===== config.mk =====
export PLATFORM = sky130hd
export DESIGN_NAME = timer_counter
export DESIGN_NICKNAME = d
export VERILOG_FILES = /design/src/rtl/timer_pkg.sv /design/src/rtl/timer_counter.sv
export SDC_FILE = /design/constraint.sdc
export NUM_CORES = 1
export LEC_CHECK = 0
export CORE_MARGIN = 3
export CORE_UTILIZATION = 45
export DETAILED_ROUTE_END_ITERATION = 8
export DONT_BUFFER_PORTS = 1
export GPL_TIMING_DRIVEN = 1
export PLACE_DENSITY = 0.7
export SETUP_SLACK_MARGIN = 0.5
export SYNTH_ARGS = -nofsm -noshare
export SYNTH_HDL_FRONTEND = slang
export SYNTH_SLANG_ARGS = --single-unit
export TNS_END_PERCENT = 1

===== constraint.sdc =====
create_clock -name clk -period 2.4 [get_ports clk]
set_clock_uncertainty 0.1 [all_clocks]
set_input_delay 0.12 -clock clk [delete_from_list [all_inputs] [get_ports clk]]
set_output_delay 0.12 -clock clk [all_outputs]
set_load 0.005 [all_outputs]

===== src/rtl/timer_pkg.sv =====
// Shared definitions for the memory-mapped down-counting timer:
// register window offsets, CTRL field layout, MODE encodings and FSM states.
package timer_pkg;

  // Word offsets within the 3-word register window (offset 3 is unmapped)
  localparam logic [1:0] ADDR_CTRL   = 2'd0;
  localparam logic [1:0] ADDR_PRESET = 2'd1;
  localparam logic [1:0] ADDR_COUNT  = 2'd2;

  // CTRL register layout: [0] EN, [2:1] MODE, [3] IM
  localparam int CTRL_W        = 4;
  localparam int CTRL_EN_BIT   = 0;
  localparam int CTRL_MODE_LSB = 1;
  localparam int CTRL_MODE_MSB = 2;
  localparam int CTRL_IM_BIT   = 3;

  // MODE encodings; the two unused codes fall back to one-shot behaviour
  localparam logic [1:0] MODE_ONESHOT = 2'b00;
  localparam logic [1:0] MODE_RELOAD  = 2'b01;

  typedef enum logic [1:0] {
    ST_IDLE = 2'd0,
    ST_LOAD = 2'd1,
    ST_CNT  = 2'd2,
    ST_INT  = 2'd3
  } state_e;

  // True only for the auto-reload encoding; everything else is one-shot
  function automatic logic is_reload(input logic [CTRL_W-1:0] ctrl);
    return (ctrl[CTRL_MODE_MSB:CTRL_MODE_LSB] == MODE_RELOAD);
  endfunction

endpackage


===== src/rtl/timer_counter.sv =====
// 32-bit down-counting timer with a CTRL/PRESET/COUNT register window and a
// level interrupt. Bus writes take priority over the FSM's own updates.
module timer_counter
  import timer_pkg::*;
#(
  parameter int CNT_W = 32
) (
  input  logic        clk,
  input  logic        reset,
  input  logic [1:0]  addr,
  input  logic        we,
  input  logic [31:0] wdata,
  output logic [31:0] rdata,
  output logic        irq
);

  localparam logic [CNT_W-1:0] CNT_ONE = CNT_W'(1);

  state_e             state_q, state_d;
  logic [CTRL_W-1:0]  ctrl_q, ctrl_d;
  logic [CNT_W-1:0]   preset_q, preset_d;
  logic [CNT_W-1:0]   count_q, count_d;
  logic               irq_flag_q, irq_flag_d;

  logic               ctrl_wr;
  logic               preset_wr;

  assign ctrl_wr   = we && (addr == ADDR_CTRL);
  assign preset_wr = we && (addr == ADDR_PRESET);

  // Interrupt is the pending flag gated by the mask bit, no register stage
  assign irq = irq_flag_q & ctrl_q[CTRL_IM_BIT];

  // Next-state logic: FSM updates first, then bus writes override them
  always_comb begin
    state_d    = state_q;
    ctrl_d     = ctrl_q;
    preset_d   = preset_q;
    count_d    = count_q;
    irq_flag_d = irq_flag_q;

    case (state_q)
      ST_IDLE: begin
        if (ctrl_q[CTRL_EN_BIT]) begin
          state_d = ST_LOAD;
        end else begin
          state_d = ST_IDLE;
        end
      end
      ST_LOAD: begin
        count_d = preset_q;
        state_d = ST_CNT;
      end
      ST_CNT: begin
        if (!ctrl_q[CTRL_EN_BIT]) begin
          state_d = ST_IDLE;
        end else if (count_q > CNT_ONE) begin
          count_d = count_q - CNT_ONE;
          state_d = ST_CNT;
        end else begin
          // Reaching 1 (or starting at 0) terminates the count
          count_d    = '0;
          irq_flag_d = 1'b1;
          state_d    = ST_INT;
        end
      end
      ST_INT: begin
        if (is_reload(ctrl_q)) begin
          irq_flag_d = 1'b0;
          state_d    = ST_LOAD;
        end else begin
          // One-shot: self-disable, flag stays pending until software acts
          ctrl_d[CTRL_EN_BIT] = 1'b0;
          state_d             = ST_IDLE;
        end
      end
      default: begin
        state_d = ST_IDLE;
      end
    endcase

    if (ctrl_wr) begin
      ctrl_d     = wdata[CTRL_W-1:0];
      irq_flag_d = 1'b0;
      if (!wdata[CTRL_EN_BIT]) begin
        // Disabling freezes COUNT where it is and parks the FSM
        state_d = ST_IDLE;
        count_d = count_q;
      end else begin
        state_d = state_d;
      end
    end else if (preset_wr) begin
      // New preset only takes effect at the next LOAD
      preset_d   = CNT_W'(wdata);
      irq_flag_d = 1'b0;
    end else begin
      preset_d = preset_d;
    end
  end

  // State and register file, cleared asynchronously
  always_ff @(posedge clk or negedge reset) begin
    if (!reset) begin
      state_q    <= ST_IDLE;
      ctrl_q     <= '0;
      preset_q   <= '0;
      count_q    <= '0;
      irq_flag_q <= 1'b0;
    end else begin
      state_q    <= state_d;
      ctrl_q     <= ctrl_d;
      preset_q   <= preset_d;
      count_q    <= count_d;
      irq_flag_q <= irq_flag_d;
    end
  end

  // Zero-latency read mux; CTRL is zero-extended, offset 3 reads as zero
  always_comb begin
    rdata = 32'h0000_0000;
    case (addr)
      ADDR_CTRL:   rdata = {{(32-CTRL_W){1'b0}}, ctrl_q};
      ADDR_PRESET: rdata = 32'(preset_q);
      ADDR_COUNT:  rdata = 32'(count_q);
      default:     rdata = 32'h0000_0000;
    endcase
  end

endmodule


==> summary.md, run 1 <==
| Metric | Value |
|---|---|
| Status | finished, final reports clean |
| Via count of the first global-routing pass | 3804 |
| Type of the most critical hold path | in -> reg |
| Count of input and output buffers | 0 |
| Post-detailed-route DRC marker count | 0 |
| Highest net fanout along the worst path | 11 |
| Number of instances on the worst hold path | 2 |
| Number of non-filler instances in the completed layout | 600 |
| Clock network latency to the later pin of the worst-skew pair | 0.35 ns |
| Measured slew at the worst slew-check pin | about 0.57 ns |
| Average routed wire per standard cell | roughly 20 um |
| Master of the slowest instance on the critical path | or4_4 |
| Synth async-reset ratio | 1.000 |
| Max Freq | 418.7 MHz |
| Pin count of the biggest net entering global routing | just over 70 |
| Vertical extent of the die | around 100 um |
| Leading cell type in the layout, fill and taps excluded | dfrtp_1 |
| Fraction of final layout cells with drive strength greater than 1 | 0.2683 |
| Io pins | 70 |
| Final slew viol count | 0 |
| MaxCap Viol Count | 0 |
| Summed instance area of the synthesized netlist | 0.004116 mm^2 |
| Dpl cells | ~540 |
| HPWL reported at the end of detailed placement | 8.129 mm |
| Tmin final | 2.388 ns |
| Mean cell area of the mapped netlist | 9.872 um^2 |
| Critical path arrival | 2.53 ns |
| Total number of vias | approximately 3800 |
| Nets | 526 |
| Worst slew margin relative to its limit | 0.6163 |
| Placement-stage cell area | between 0.004 and 0.005 mm^2 |
| DRC marker count from the first detailed-route iteration | 295 |
| First-pass GRT wire length | 19.38 mm |
| Number of distinct library cells after synthesis | 57 |
| RSZ-0062 raised after global routing | yes |
| Remaining antenna violation count | 0 |
| Area of the die | around 0.010 mm^2 |
| Hold Path Origin | addr[0] |
| Number of buffers on the longest clock path | 2 |
| Synthesized instance count | 417 |
| Maximum level of the CTS H-tree | 3 |
| Cell leakage power | about 2.2 nW |
| Final Hold Vio Count | 0 |
| Number of antenna diodes | 0 |
| Number of synthesized register bits | 71 |
| Iteration count of the initial detailed-routing pass | 5 |
| Initial standard-cell utilization of the core | 0.4675 |
| Critical Path Most Common Cell | or4_4 |
| Startpoint of the most critical register-to-register path | count_q[29] |
| Maximum ir drop on the vdd rail | slightly above 0.5 mV |
| Design Area, Final | around 0.0052 mm^2 |
| Syn. warnings | 0 |
| Critical path's top delay family | simple AND/OR/NAND/NOR gates |
| Row count | 34 |
| Endpoint of the lowest-slack register-to-register path | count_q[4] |
| Layout overhead on the synthesized area | 27.39% |
| Clk root buf | clkbuf_8 |
| Number of cells on the worst reg-to-reg path | 6 |
| Setup TNS after final layout | 0 ns |
| Leading cell types in the layout, fill and taps excluded | 70 x dfrtp_1, 50 x buf_4, 40 x dlygate4sd3_1 |
| Worst path buffer plus inverter count | 1 |
| Number of antenna violations at the first check in global routing | 0 |
| Critical setup path kind | reg -> reg |
| Share of the cycle needed by the critical path after routing | 0.9951 |
| Clock tree from TritonCTS | yes |
| # setup viols final | 0 |
| Setup slack of the worst register-to-register path | 0.01 ns |
| Main synth FF type | dfrtp_1 |
| Crit-path cells | or4_4 > or4_4 > o41ai_4 > buf_4 > o31ai_1 > a22o_1 |
| Sum of overflow across all layers after global routing | 0 |
| Final wirelength | between 10 and 15 mm |
| Number of nets produced by synthesis | 456 |
| Fraction of the yosys area taken by sequential cells | 0.4316 |
| Post-synth EDFFs | 0 |
| CP Launch Type | flop |
| Power per cell area | approximately 1100 mW/mm^2 |
| Tot GR Track Use | 0.2392 |
| Clock slew at the register clock pins of the worst setup and hold paths | ~0.080 ns |
| Nature of the critical path endpoint | flop |
| Die extent in x | between 100 and 150 um |
| Total number of clock tree sinks | just over 70 |
| Overall power after layout | between 5 and 6 mW |
| Average via count per standard cell | roughly 6.3 |
| Capture endpoint of the worst hold path | ctrl_q[2] |
| Area of the placeable core | 0.008806 mm^2 |
| Max incr delay on CP | between 0.5 and 0.6 ns |
| Data required, critical path | between 2 and 3 ns |
| Total clock buffers created by CTS | 9 |
| Weighted congestion reported at the end of routability-driven placement | between 0.9 and 1 |
-- synth_stat cells, types with 3 or more instances --
| cell | n | share of area |
|---|---|---|
| buf_4 | 3 | 0.0055 |
| a32oi_1 | 6 | 0.013 |
| nand4_1 | 10 | 0.015 |
| inv_1 | 15 | 0.014 |
| o21ai_1 | 5 | 0.0061 |
| a22oi_1 | 10 | 0.018 |
| nand2_1 | 33 | 0.030 |
| nor2_1 | 14 | 0.013 |
| mux2_2 | 35 | 0.096 |
| o22ai_1 | 4 | 0.0061 |
| o31ai_1 | 3 | 0.0055 |
| buf_1 | 3 | 0.0027 |
| nor2b_1 | 6 | 0.0091 |
| o211ai_1 | 12 | 0.022 |
| a21oi_1 | 10 | 0.012 |
| dfrtp_1 | 71 | 0.43 |
| o2bb2ai_1 | 4 | 0.0085 |
| nor3_1 | 10 | 0.012 |
| nor4_1 | 13 | 0.020 |
| and2_1 | 4 | 0.0061 |
| or4_1 | 4 | 0.0073 |
| nand3_1 | 17 | 0.021 |
| nand2b_1 | 3 | 0.0046 |
| o311ai_0 | 4 | 0.0085 |
| o21ai_0 | 12 | 0.015 |
| mux2i_1 | 5 | 0.012 |
| a22o_1 | 32 | 0.068 |
| o31a_1 | 3 | 0.0064 |
| clkbuf_1 | 27 | 0.025 |
-- worst max-delay path by stage --
stage / startpoint / to / slack [ns] / cells past startpoint
2_1_floorplan: count_q[26] / count_q[17] / 0.07 / 6
3_3_place_gp: count_q[22] / count_q[26] / 0.06 / 6
3_5_place_dp: count_q[29] / count_q[28] / 0.02 / 6
4_1_cts: count_q[29] / count_q[4] / 0.01 / 6
5_1_grt: count_q[29] / count_q[8] / -0.04 / 6
6_report: count_q[29] / count_q[4] / 0.01 / 6
-- registers in the layout, indices dropped and copies added (netlist names) --
signal,count
state_q,2
preset_q,32
irq_flag_q,1
ctrl_q,4
count_q,32
-- power breakdown --
group | switching [mW] | leakage [nW] | total, mW | internal [mW]
Sequential | 0.420 | 0.858 | 2.02 | 1.60
Clock | 0.447 | 0.100 | 0.952 | 0.504
Combinational | 1.47 | 1.20 | 2.75 | 1.28
Total | 2.34 | 2.16 | 5.72 | 3.39
-- layer usage --
metal / part of all wire / global-route usage / up-vias
met5: 0 / 0 / -
met4: 0.016 / 0.06748 / 0
met3: 0.078 / 0.04821 / 23
met2: 0.48 / 0.3878 / 159
met1: 0.43 / 0.3262 / 1876
li1: - / - / 1741
-- repair_timing --
item	CTS	global route
endpoints found under the hold margin	109	0
gates resized for setup	1	20
pin swaps	0	5
cloned	0	1
endpoints found under the setup margin	34	35
hold buffers	41	0
buffers inserted	0	0
-- area by class of cell --
| cell class | instances | area (um^2) |
|---|---|---|
| inverters | 15 | 56.30 |
| repair buffers | 96 | 877.1 |
| clock buffers | 12 | 145.1 |
| flip-flops and latches | 71 | 1778 |
| multi-input cells | 294 | 2207 |
| well taps | 108 | 135.1 |
| clock inverters | 4 | 45.04 |
| fillers | 759 | 3562 |
-- per-stage QoR --
step | utilization | setup slack [ns] | hold WS, ns
after detailed placement | 0.5142 | 0.02276 | -0.2737
final | 0.5955 | 0.01180 | 0.02446
after CTS | 0.5848 | 0.01013 | 0.003660
after global routing | 0.5955 | -0.04361 | 0.02737
after floorplan | - | 0.07230 | -0.2756
after global placement | 0.5142 | 0.06029 | -0.2736
-- logic make-up (layout without fill, tap and decap cells) --
kind of cell / count (synthesis) / in the layout / synth area share
AOI/OAI and AO/OA: 123 / 123 / 0.2310
adders and majority gates: 2 / 2 / 0.006078
buffers and inverters: 52 / 127 / 0.05441
DFF: 71 / 71 / 0.4316
muxes: 40 / 40 / 0.1079
and+or+nand+nor: 129 / 129 / 0.1690
Power figures use the tool's default switching activity.
==> run 2: changes to the inputs <==
--- a/config.mk
+++ b/config.mk
@@ -10,7 +10,7 @@
 export DETAILED_ROUTE_END_ITERATION = 8
 export DONT_BUFFER_PORTS = 1
 export GPL_TIMING_DRIVEN = 1
-export PLACE_DENSITY = 0.7
+export PLACE_DENSITY = 0.68
 export SETUP_SLACK_MARGIN = 0.5
 export SYNTH_ARGS = -nofsm -noshare
 export SYNTH_HDL_FRONTEND = slang
==> constraint.sdc (replaced) <==
create_clock -name clk -period 2.7 [get_ports clk]
set_clock_uncertainty 0.1 [all_clocks]
set_input_delay 0.135 -clock clk [delete_from_list [all_inputs] [get_ports clk]]
set_output_delay 0.135 -clock clk [all_outputs]
set_load 0.005 [all_outputs]
==> run 2 against run 1 <==
Compared with the run above:
- hold slack improved by 0.0081 ns
- count of clock-buffer cells in the layout decreased by 2
- sequential power decreased by 3%
- critical path depth unchanged
- non-clock buffer count decreased by 34
- core utilization decreased by 3.4 points
- die area unchanged
- register-to-register slack improved by 0.20 ns
- design area decreased by 5.8%
- first-iteration DRC count decreased by 2.4%
- global-route usage increased by 0.74 points
- fmax decreased by 4.1%
- critical path type unchanged
- largest cell class unchanged
- highest routed layer unchanged
==> summary.md, run 2 (synthesis gave the netlist of run 1 again) <==
| Metric | Value |
|---|---|
| Status | finished, final reports clean |
| Maximum level of the CTS H-tree | 3 (unchanged) |
| Clock Power Share | 0.193 (+0.027) |
| Clock slew at the register clock pins of the worst setup and hold paths | 0.08 ns (about the same) |
| Tot GR Track Use | 0.2466 (+0.007379) |
| Psw | 2.012 mW (-14%) |
| Dpl cells | 510 (-5.9%) |
| Number of antenna diodes | 0 (unchanged) |
| Setup slack of the worst register-to-register path | 0.21 ns (+0.20 ns) |
| HPWL reported at the end of detailed placement | 7.942 mm (-2.3%) |
| Type of the most critical hold path | in -> reg |
| # setup viols final | 0 (unchanged) |
| Leading cell types in the layout, fill and taps excluded | 71 x dfrtp_1, 37 x dlygate4sd3_1, 35 x mux2_2 |
| CP Launch Type | flop |
| Design Area, Final | 0.004942 mm^2 (-5.8%) |
| Power Internal | 2.816 mW (-17%) |
| Count of input and output buffers | 0 (unchanged) |
| Placement-stage cell area | 0.004275 mm^2 (-5.6%) |
| DRC marker count from the first detailed-route iteration | 288 (-2.4%) |
| Remaining antenna violation count | 0 (unchanged) |
| Vertical extent of the die | 101.6 um (unchanged) |
| Data required, critical path | 2.85 ns (+0.31 ns) |
| Measured slew at the worst slew-check pin | 0.7883 ns (+0.2141 ns) |
| RSZ-0062 raised after global routing | yes |
| Tmin final | 2.492 ns (+0.1033 ns) |
| Startpoint of the most critical register-to-register path | count_q[29] |
| Part of the total power dissipated in sequential elements | 0.403 (+0.050) |
| Weighted congestion reported at the end of routability-driven placement | 0.8712 (-4.0%) |
| Multi-input logic area | 0.002167 mm^2 (-1.8%) |
| Nature of the critical path endpoint | flop |
| Highest net fanout along the worst path | 10 (-1) |
| Number of cells on the worst reg-to-reg path | 6 (unchanged) |
| Clk root buf | clkbuf_8 |
| Critical setup path kind | reg -> reg |
| Largest registers | count_q x32, preset_q x32, ctrl_q x4 |
| Cell leakage power | 1.977 nW (-8.4%) |
| Layout overhead on the synthesized area | 20.06% |
| Area of the placeable core | 0.008806 mm^2 (unchanged) |
| Critical path arrival | 2.64 ns (+0.11 ns) |
| Nets | 492 (-6.5%) |
| Average routed wire per standard cell | 21.00 um (+3.9%) |
| Number of filler instances in the final layout | 773 (+1.8%) |
| Clock tree from TritonCTS | yes |
| Number of buffers on the longest clock path | 2 (unchanged) |
| Power per cell area | 976.8 mW/mm^2 (-10%) |
| Setup slack at placement | 0.1485 ns (+0.1257 ns) |
| Share of the cycle needed by the critical path after routing | 0.9228 (-0.07229) |
| Worst slew margin relative to its limit | 0.4726 (-0.1438) |
| Clock network latency to the later pin of the worst-skew pair | 0.36 ns (about the same) |
| Final Hold Vio Count | 0 (unchanged) |
| Endpoint of the lowest-slack register-to-register path | count_q[28] |
| Post-detailed-route DRC marker count | 0 (unchanged) |
| Row count | 34 (unchanged) |
| Area taken by flip-flops and latches | 0.001777 mm^2 (about the same) |
| Sum of overflow across all layers after global routing | 0 (unchanged) |
| Max Freq | 401.4 MHz (-4.1%) |
| Io pins | 70 (unchanged) |
| Initial standard-cell utilization of the core | 0.4675 (unchanged) |
| Average via count per standard cell | 6.530 (+3.1%) |
| Via count of the first global-routing pass | 3707 (-2.5%) |
| Final wirelength | 11.89 mm (-1.9%) |
| Worst setup startpoint | count_q[29] |
| Total number of vias | 3696 (-2.7%) |
| Endpoint of the worst setup timing path | count_q[28] |
| Iteration count of the initial detailed-routing pass | 5 (unchanged) |
| Pin count of the biggest net entering global routing | 72 (unchanged) |
| First-pass GRT wire length | 19.72 mm (+1.8%) |
| Relative contribution of combinational cells to total power | 0.404 (-0.076) |
| Fraction of final layout cells with drive strength greater than 1 | 0.2052 (-0.06305) |
| MaxCap Viol Count | 0 (unchanged) |
| Setup TNS after final layout | 0 ns (unchanged) |
| Die extent in x | 101.6 um (unchanged) |
| Maximum ir drop on the vdd rail | 0.4455 mV (-12%) |
| Area of the die | 0.01033 mm^2 (unchanged) |
| Number of non-filler instances in the completed layout | 566 (-5.7%) |
| Share of total power consumed by net switching | 0.4167 (+0.008451) |
| Worst-case setup margin in the final layout | 0.2085 ns (+0.1967 ns) |
| Leading cell type in the layout, fill and taps excluded | dfrtp_1 |
| Total clock buffers created by CTS | 9 (unchanged) |
| Total number of clock tree sinks | 71 (unchanged) |
| Overall power after layout | 4.828 mW (-16%) |
| Number of antenna violations at the first check in global routing | 0 (unchanged) |
| Final slew viol count | 0 (unchanged) |
run 2: how the worst min path moves through the flow:
stage               depth (start not counted)     from     endpoint  slack [ns]
finish                                      2  addr[0]    ctrl_q[3]        0.03
CTS                                         2  addr[0]    ctrl_q[1]       0.006
global placement                            0    reset  preset_q[4]       -0.26
global route                                2  addr[0]    ctrl_q[1]        0.03
floorplan                                   0    reset   count_q[0]       -0.26
detailed placement                          0    reset   count_q[5]       -0.26
run 2: routing by layer:
layer	global-route usage	wire length (um)	part of all wire	up-vias
met2	0.3747	5534	0.47	149
met5	0	0	0	-
li1	-	-	-	1669
met3	0.04614	802	0.067	37
met4	0.1155	350	0.029	0
met1	0.3400	5197	0.44	1841
run 2: area by class of cell:
class / instances / area share
repair buffers: 62 / 0.1203
clock inverters: 6 / 0.01722
well taps: 108 / 0.02734
inverters: 15 / 0.01139
flip-flops and latches: 71 / 0.3595
clock buffers: 10 / 0.02582
multi-input cells: 294 / 0.4385
run 2: through the flow:
step / utilization / hold WS [ns]
2_1_floorplan: - / -0.2606
3_3_place_gp: 0.4855 / -0.2578
3_5_place_dp: 0.4855 / -0.2579
4_1_cts: 0.5578 / 0.006462
5_1_grt: 0.5612 / 0.02932
6_report: 0.5612 / 0.03252
run 2: repair_timing:
item | 4_1_cts | 5_1_grt
gates cloned | 1 | 0
hold buffers | 38 | 0
hold endpoints to repair | 109 | 0
resized for setup | 5 | 4
endpoints found under the setup margin | 33 | 34
buffers inserted | 0 | 1
pin swaps | 0 | 0
run 2: critical path, cell delays in order, from the launching register on:
cell	delay, ns
dfrtp_1	0.41
or4_4	0.58
or4_4	0.46
o41ai_4	0.29
buf_4	0.26
o41ai_1	0.10
a22o_1	0.18
run 2: power by group through the flow:
stage | Sequential, mW | Combinational, mW | Clock, mW
after floorplan | 1.69 | 1.51 | 0
after CTS | 1.92 | 1.92 | 0.949
final | 1.95 | 1.95 | 0.934
after detailed placement | 1.93 | 1.79 | 0
after global routing | 2.01 | 2.15 | 0.990
after global placement | 1.91 | 1.76 | 0
